--- src/rtl/tx_seq_pkg.sv ---
// Shared types and constants for the UART transmit message sequencer.
// TX_CHECKSUM_EN selects the 11-byte frame with a trailing XOR checksum.
package tx_seq_pkg;

  typedef enum logic [1:0] {
    ST_IDLE = 2'd0,
    ST_SEND = 2'd1,
    ST_DONE = 2'd2
  } tx_seq_state_e;

  localparam int PREFIX_LEN = 5;
  localparam logic [7:0] PREFIX_0 = 8'h44;  // 'D'
  localparam logic [7:0] PREFIX_1 = 8'h41;  // 'A'
  localparam logic [7:0] PREFIX_2 = 8'h54;  // 'T'
  localparam logic [7:0] PREFIX_3 = 8'h41;  // 'A'
  localparam logic [7:0] PREFIX_4 = 8'h3A;  // ':'
  localparam logic [7:0] ASCII_CR = 8'h0D;
  localparam logic [7:0] ASCII_LF = 8'h0A;

  localparam int FRAME_LEN_BASE  = 9;
  localparam int FRAME_LEN_CKSUM = 11;

  // 'A'..'F' sit at 0x41, so 0x41 + (n - 10) folds to 0x37 + n.
  function automatic logic [7:0] nibble_to_hex(input logic [3:0] n);
    return (n < 4'd10) ? (8'h30 + {4'h0, n}) : (8'h37 + {4'h0, n});
  endfunction

endpackage

--- src/rtl/button_debouncer.sv ---
// Synchronizes and debounces a raw push-button and emits one pulse per
// accepted press; BTN_ACTIVE_LOW selects which raw level means pressed.
module button_debouncer #(
  parameter int DEBOUNCE_CYCLES = 500000,
  parameter int BTN_ACTIVE_LOW  = 1
) (
  input  logic clk,
  input  logic rst_n,
  input  logic btn,
  output logic press_pulse
);

  localparam int CW = $clog2(DEBOUNCE_CYCLES + 1);
  localparam logic [CW-1:0] CNT_LAST = CW'(DEBOUNCE_CYCLES - 1);
  localparam logic RELEASED_RAW = (BTN_ACTIVE_LOW != 0);

  logic          sync_1;
  logic          sync_2;
  logic          level;
  logic          pressed_sync;
  logic [CW-1:0] cnt;

  assign pressed_sync = sync_2 ^ RELEASED_RAW;

  always_ff @(posedge clk or negedge rst_n) begin
    if (!rst_n) begin
      sync_1      <= RELEASED_RAW;
      sync_2      <= RELEASED_RAW;
      level       <= 1'b0;
      cnt         <= '0;
      press_pulse <= 1'b0;
    end else begin
      sync_1      <= btn;
      sync_2      <= sync_1;
      press_pulse <= 1'b0;
      // Level flips only after a full run of disagreeing samples.
      if (pressed_sync != level) begin
        if (cnt == CNT_LAST) begin
          level       <= pressed_sync;
          cnt         <= '0;
          press_pulse <= pressed_sync;
        end else begin
          cnt <= cnt + CW'(1);
        end
      end else begin
        cnt <= '0;
      end
    end
  end

endmodule

--- src/rtl/tx_message_sequencer.sv ---
// Streams "DATA:<hex>\r\n" into the UART TX FIFO on each debounced press.
// Define TX_CHECKSUM_EN to append two hex XOR-checksum characters before CR LF.
module tx_message_sequencer
  import tx_seq_pkg::*;
#(
  parameter int DATA_WIDTH      = 8,
  parameter int DEBOUNCE_CYCLES = 500000,
  parameter int BTN_ACTIVE_LOW  = 1
) (
  input  logic                  CLK,
  input  logic                  RST,
  input  logic                  btn,
  input  logic [DATA_WIDTH-1:0] data_in,
  input  logic                  tx_fifo_full,
  output logic [DATA_WIDTH-1:0] fifo_data,
  output logic                  fifo_wr_en,
  output logic                  busy,
  output logic                  msg_done,
  output tx_seq_state_e         state_dbg
);

`ifdef TX_CHECKSUM_EN
  localparam int FRAME_LEN = FRAME_LEN_CKSUM;
`else
  localparam int FRAME_LEN = FRAME_LEN_BASE;
`endif
  localparam logic [3:0] LAST_IDX = 4'(FRAME_LEN - 1);

  tx_seq_state_e         state;
  logic [3:0]            idx;
  logic [DATA_WIDTH-1:0] cap;
  logic [7:0]            frame_byte;
  logic                  press_pulse;
`ifdef TX_CHECKSUM_EN
  logic [7:0]            cksum;
`endif

  assign state_dbg = state;

  button_debouncer #(
    .DEBOUNCE_CYCLES(DEBOUNCE_CYCLES),
    .BTN_ACTIVE_LOW (BTN_ACTIVE_LOW)
  ) u_debouncer (
    .clk        (CLK),
    .rst_n      (RST),
    .btn        (btn),
    .press_pulse(press_pulse)
  );

  always_comb begin
    frame_byte = 8'h00;
    case (idx)
      4'd0: frame_byte = PREFIX_0;
      4'd1: frame_byte = PREFIX_1;
      4'd2: frame_byte = PREFIX_2;
      4'd3: frame_byte = PREFIX_3;
      4'd4: frame_byte = PREFIX_4;
      4'd5: frame_byte = nibble_to_hex(cap[7:4]);
      4'd6: frame_byte = nibble_to_hex(cap[3:0]);
`ifdef TX_CHECKSUM_EN
      4'd7: frame_byte = nibble_to_hex(cksum[7:4]);
      4'd8: frame_byte = nibble_to_hex(cksum[3:0]);
      4'd9: frame_byte = ASCII_CR;
      4'd10: frame_byte = ASCII_LF;
`else
      4'd7: frame_byte = ASCII_CR;
      4'd8: frame_byte = ASCII_LF;
`endif
      default: frame_byte = 8'h00;
    endcase
  end

  // Handshake: a byte is transferred in every cycle where fifo_wr_en=1; a new
  // write is only issued when the FIFO reported not-full and no write is in
  // flight, so the full flag always has one cycle to react to the last byte.
  always_ff @(posedge CLK or negedge RST) begin
    if (!RST) begin
      state      <= ST_IDLE;
      idx        <= '0;
      cap        <= '0;
      fifo_data  <= '0;
      fifo_wr_en <= 1'b0;
      busy       <= 1'b0;
      msg_done   <= 1'b0;
`ifdef TX_CHECKSUM_EN
      cksum      <= '0;
`endif
    end else begin
      fifo_wr_en <= 1'b0;
      msg_done   <= 1'b0;
      case (state)
        ST_IDLE: begin
          if (press_pulse) begin
            cap   <= data_in;
            idx   <= '0;
            busy  <= 1'b1;
            state <= ST_SEND;
`ifdef TX_CHECKSUM_EN
            cksum <= '0;
`endif
          end
        end
        ST_SEND: begin
          if (!tx_fifo_full && !fifo_wr_en) begin
            fifo_wr_en <= 1'b1;
            fifo_data  <= frame_byte;
            idx        <= idx + 4'd1;
`ifdef TX_CHECKSUM_EN
            // Only the prefix and the two data characters feed the checksum.
            if (idx < 4'(PREFIX_LEN + 2)) cksum <= cksum ^ frame_byte;
`endif
            if (idx == LAST_IDX) state <= ST_DONE;
          end
        end
        ST_DONE: begin
          msg_done <= 1'b1;
          busy     <= 1'b0;
          state    <= ST_IDLE;
        end
        default: state <= ST_IDLE;
      endcase
    end
  end

endmodule

--- config.mk ---
export PLATFORM = sky130hd
export DESIGN_NAME = tx_message_sequencer
export DESIGN_NICKNAME = d
export VERILOG_FILES = /design/src/rtl/tx_seq_pkg.sv /design/src/rtl/button_debouncer.sv /design/src/rtl/tx_message_sequencer.sv
export SDC_FILE = /design/constraint.sdc
export NUM_CORES = 1
export LEC_CHECK = 0
export CAP_MARGIN = 15
export CORE_ASPECT_RATIO = 0.7
export CORE_UTILIZATION = 51
export DETAILED_ROUTE_END_ITERATION = 7
export PLACE_DENSITY_LB_ADDON = 0.3
export SLEW_MARGIN = 25
export SYNTH_ARGS = -nofsm -noshare
export SYNTH_HDL_FRONTEND = slang
export SYNTH_SLANG_ARGS = --single-unit
--- constraint.sdc ---
create_clock -name CLK -period 1.65 [get_ports CLK]
set_clock_uncertainty 0.15 [all_clocks]
set_input_delay 0.2475 -clock CLK [delete_from_list [all_inputs] [get_ports CLK]]
set_output_delay 0.2475 -clock CLK [all_outputs]
set_load 0.1 [all_outputs]
Word-level counts from Yosys, hierarchy flattened. Cells that the tools add are included.

Output and inout bits: 13. Register bits after elaboration: 48. Word-level logic and storage cells: 69. Bits of input ports: 12.

Bitwise gates (word level): 1. Equality and inequality tests: 15. Muxes and demuxes: 19. Add/subtract/negate cells: 6. Order comparisons: 2. Reduce and logical (&&, ||, !) cells: 14.

Operators by type and width (count): 7-bit one-hot mux with 8 select lines (1); 19-bit two-way mux (2); 6-bit by 4-bit adder with 7-bit output (first input constant) (4); 19-bit by 1-bit adder with 19-bit output (second input constant) (1); 19-bit == test (second input constant) (1); 4-bit by 3-bit == test with 1-bit output (second input constant) (4); 7-bit two-way mux (2); 4-bit by 2-bit == test with 1-bit output (second input constant) (2); 4-bit < comparator (second input constant) (2); 4-bit two-way mux (2); 4-bit one-hot mux with 2 select lines (1); 2-bit AND reduction (4); 1-bit two-way mux (6); 2-bit two-way mux (3); 3-bit AND reduction (2); 4-bit by 1-bit adder with 4-bit output (second input constant) (1); 4-bit by 1-bit == test with 1-bit output (second input constant) (1); 4-bit == test (second input constant) (1); 4-bit zero test (1); 2-bit != test (second input constant) (2); 2-bit one-hot mux with 2 select lines (1); 2-bit nonzero test (2); 2-bit by 1-bit == test with 1-bit output (second input constant) (1); 2-bit == test (second input constant) (1); other kinds (8) (9).

Depth between registers and ports, before layout.
Depth in word-level cells: 4. Gate-level depth with buffers: 7. Depth with buffers taken out: 6.

Cells and area by module. From an unflattened synthesis, not the netlist that was laid out.

Cell total of the unflattened synthesis: 254. Area, all modules: 2491.1 um^2.

Modules (own cells, without submodules): tx_message_sequencer (instances 1, area an instance 1377.6 um^2, seq. area each 600.6 um^2, cells an instance 143); button_debouncer (instances 1, area an instance 1113.6 um^2, seq. area each 578.1 um^2, cells an instance 111).

Worst setup path after synthesis. No wires, ideal clock.

Path kind: reg-to-reg. From: register state[0] (netlist: state_dbg[0]). To: register fifo_data[6]. Clock period less this slack: 2341 ps. Data arrival time: 2064 ps. Slack: -691 ps. Cell stages (with the launch flop): 6. Setup time: 127 ps. Buffers on the path: 1. Required time: 1373 ps. Path through: dfrtp_1 or4b_1 buf_2 nand2_1 o31ai_1 or2_2.

Longest elaborated chain between the ends: 2.

RTL lines: start, declared (RTL line tx_message_sequencer.sv:29) `tx_seq_state_e state;`; start signal, assigned (RTL line tx_message_sequencer.sv:78) `state <= ST_IDLE;`; start signal, assigned (RTL line tx_message_sequencer.sv:97) `state <= ST_SEND;`; start signal, assigned (RTL line tx_message_sequencer.sv:112) `if (idx == LAST_IDX) state <= ST_DONE;`; 2-bit by 1-bit == test with 1-bit output (RTL line tx_message_sequencer.sv:91) `case (state)`; 2-bit AND reduction (no source line); end signal, assigned (RTL line tx_message_sequencer.sv:106) `fifo_data <= frame_byte;`; end, declared (RTL line tx_message_sequencer.sv:15) `output logic [DATA_WIDTH-1:0] fifo_data,`.

No other way between the ends. A chain may end at the register's enable or synchronous reset.

Worst setup path after layout.
From: register u_debouncer.cnt[1]. To: register u_debouncer.cnt[18].

Longest elaborated chain between the ends: 3. Elaborated cells on any way between the ends: 4. Those cells by class: add/sub: 1; eq/ne: 1; mux: 2.

RTL lines: start, declared (RTL line button_debouncer.sv:21) `logic [CW-1:0] cnt;`; start signal, assigned (RTL line button_debouncer.sv:43) `cnt <= cnt + CW'(1);`; 19-bit by 1-bit adder with 19-bit output / 19-bit == test (equally long branches) (RTL line button_debouncer.sv:43, button_debouncer.sv:38); 19-bit two-way mux (*) (RTL line button_debouncer.sv:38) `if (cnt == CNT_LAST) begin`; 19-bit two-way mux (*) (RTL line button_debouncer.sv:37) `if (pressed_sync != level) begin`.

Mark *: on every way between the ends. The rest lies on a longest branch, timed or not.

==> impl_metrics.py <==
metrics = {
    "grt": {
        "grt_max_degree": 35,
        "antenna_found_initial": 0,
        "track_usage": 0.269,
        "grt_pass1_wl_mm": 10.3,
        "grt-ovfl-total": 0,
        "grt_pass1_vias": 2055,
    },
    "status": {
        "violations": "design-rule violations, negative setup slack",
        "outcome": "finished with violations",
    },
    "sta": {
        "worst_pin_slew_ns": 0.569,
        "hold_viol": 0,
        "fin_crit_sh": 1.13,
        "fin_ws_ns": -0.210,
        "max_slew_margin": 0.618,
        "setup_violations": 33,
        "rsz0062_at_grt": "true",
        "maxSlewViolCount": 0,
        "finalCriticalPeriod_ns": 1.86,
        "fmax_mhz": 538,
    },
    "placement": {
        "port_buffers": 23,
        "dpl.hpwl_mm": 4.01,
        "gp_congestion": 0.882,
        "post-place-ws_ns": -0.513,
    },
    "yosys": {
        "async_flop_share": 1.00,
        "syn_nets": 265,
        "syn_avg_cell_area_sq_um": 9.84,
        "synthFlopType": "dfrtp_1",
        "synth_area_leaders": "dfrtp_1 (47%), xnor2_1 (5.4%), nor2_1 (4.0%)",
        "yosysTopAreaCell": "dfrtp_1",
        "synth-compound-area-share": 0.123,
        "yosys.area_share.simple": 0.230,
        "synth-adder-area-share": 0.0362,
        "synth_edf_count": 0,
        "yosysSeqAreaShare": 0.487,
        "synth-seq-cells": 47,
        "syn_inst": 246,
        "synth_top_family_by_area": "simple AND/OR/NAND/NOR gates",
        "synth.distinct_cells": 53,
        "yosys_warnings": 0,
        "yosysTopAreaCellShare": 0.465,
        "synth_xor_area_frac": 0.0651,
        "synth_mux_area_frac": 0.0186,
        "synth_area_sq_mm": 0.00242,
    },
    "setup_path": {
        "start_kind": "flip-flop",
        "crit_path_end_kind": "flip-flop",
        "critPathKind": "flip-flop to flip-flop",
        "worst-path-max-fanout": 5,
        "slowest_delay_ns": 0.40,
        "crit_arrival_ns": 1.90,
        "cpMaxStageDelayCell": "dfrtp_1",
        "path_buf_inv": 1,
        "cp.required_ns": 1.69,
        "cp_top_family": "simple AND/OR/NAND/NOR gates",
        "crit_chain": "ha_2 > nand4_1 > clkbuf_16 > nor4_4 > nor2_1 > nor3b_1",
    },
    "detailed_routing": {
        "dr.pass1.iters": 8,
        "detail_route.wl_per_cell_um": 17.8,
        "routed_via_density": 5.75,
        "vias": 2178,
        "drc": 3,
        "ant_nets": 0,
        "routed_wl_mm": 6.75,
        "drt_iter0_drc": 263,
    },
    "cells_and_area": {
        "fin_util": 0.844,
        "multi_input_area_sq_mm": 0.00145,
        "n_antenna_cell": 0,
        "nets": 342,
        "area_delta_synth_final_pct": 55.2,
        "fill_cells": 223,
        "drive_gt1_frac": 0.429,
        "regArea_sq_mm": 0.00119,
    },
    "job": {
        "cap_violations": 0,
    },
    "floorplan": {
        "ios": 25,
        "initial_core_util": 0.544,
        "die_w_um": 84.4,
        "core_area_sq_mm": 0.00445,
        "dieArea_sq_mm": 0.00503,
        "die_h_um": 59.6,
        "row_count": 20,
    },
    "clock_network": {
        "cts.sinks": 47,
        "cts_buffers": 5,
        "cts.clk_slew.worst_paths_ns": 0.10,
        "cts_max_level": 2,
        "cts_tree": "yes",
        "clk_path_buf_depth": 2,
        "clk_latency_ns": 0.30,
        "clock-root-buffer": "clkbuf_8",
    },
    "pwr": {
        "p_per_area_mw_per_mm2": 1280,
        "peakVddDrop_mv": 0.936,
        "p_leak_uw": 0.00162,
    },
    "worst_hold_path": {
        "hold_path.class": "input port to flip-flop",
    },
}
[final cells by class]
| cell class | count | area share |
|---|---|---|
| clock buffer | 6 | 0.0220 |
| clock inverter | 2 | 0.0103 |
| inverter | 13 | 0.0133 |
| multi-input combinational | 177 | 0.386 |
| sequential | 47 | 0.317 |
| tap | 55 | 0.0183 |
| timing repair buffer | 79 | 0.233 |
[worst paths after layout]
check	from	to	slack, ns	cells past startpoint
setup / recovery	u_debouncer.cnt[1]	u_debouncer.cnt[18]	-0.21	6
hold / removal	btn	u_debouncer.sync_1	0.20	1
setup reg to reg	u_debouncer.cnt[1]	u_debouncer.cnt[18]	-0.21	6
hold reg to reg	u_debouncer.sync_1	u_debouncer.sync_2	0.21	0
max in group asynchronous	RST	u_debouncer.cnt[7]	0.60	3
min in group asynchronous	RST	state_dbg[1]	0.23	2
[placed cells by master (no fill, tap or decap), types with 4 or more instances in the layout]
master and n:
ha_2 4, inv_1 10, nand3_1 6, o21ai_0 10, nor4_4 6, o31ai_1 4, dfrtp_1 41, nor2_1 13
clkdlybuf4s50_1 10, nor2b_1 7, a21oi_1 4, nor3_1 5, nor2_2 8, buf_6 10, buf_12 15, xnor2_1 13
buf_4 39, clkbuf_8 6, nand2_1 20, nor2_4 5, nand4_1 4
[Yosys cell counts (3+ instances only)]
cell	n
a211oi_1	3
a21oi_1	7
clkbuf_1	4
dfrtp_1	45
ha_1	7
inv_1	12
mux2_2	4
nand2_1	20
nand3_1	6
nand4_1	4
nor2_1	26
nor2b_1	7
nor3_1	8
nor4_1	7
o21ai_0	14
o31ai_1	5
or3_1	3
xnor2_1	15
xor2_1	3
[registers in the layout (all words and copies together) (netlist names)]
signal,count
u_debouncer.cnt,19
cap,8
fifo_data,7
idx,4
state_dbg,2
busy,1
fifo_wr_en,1
msg_done,1
u_debouncer.level,1
u_debouncer.press_pulse,1
u_debouncer.sync_1,1
u_debouncer.sync_2,1
[worst reg2reg max path: cells and delay by family (launching register included)]
family | cells | cell delay (ns)
and+or+nand+nor | 4 | 0.72
DFF | 1 | 0.40
adders and majority gates | 1 | 0.20
buffers and inverters | 1 | 0.26
[per-stage QoR]
stage               TNS [ns]  instances  hold slack, ns  total power (uW)  instance area (sq um)
floorplan              -2.09        246          -0.198              2780                   2510
global placement       -3.00        351          0.0176              3660                   3170
detailed placement     -3.73        351          0.0205              3690                   3170
CTS                    -2.06        370           0.190              4730                   3490
global route           -6.52        379           0.175              5040                   3760
finish                 -4.49        379           0.203              4830                   3760
[metal layers]
layer / part of all wire / global-route usage
met1: 0.47 / 0.390
met2: 0.46 / 0.413
met3: 0.064 / 0.0543
met4: 0.0059 / 0.0799
met5: 0 / 0
[kinds of logic after synthesis]
group	count (synthesis)
AOI/OAI and AO/OA	45
xor gates and xnor gates	18
adders and majority gates	7
buffers and inverters	22
DFF	47
muxes	4
other	1
and+or+nand+nor	102
[where the power goes]
group / internal, uW / leakage (uW) / switching [uW] / total (uW)
combinational: 984 / 0.000957 / 1390 / 2370
clock: 499 / 0.0000618 / 423 / 923
sequential: 1320 / 0.000601 / 212 / 1530
[timing repair]
item / in CTS / in global routing
cloned: 1 / 1
gates resized for setup: 30 / 47
pin swaps: 15 / 22
endpoints found under the hold margin: 13 / 0
buffers inserted: 9 / 9
setup endpoints to repair: 31 / 35
hold buffers: 1 / 0
(Power assumes the default switching activity.)
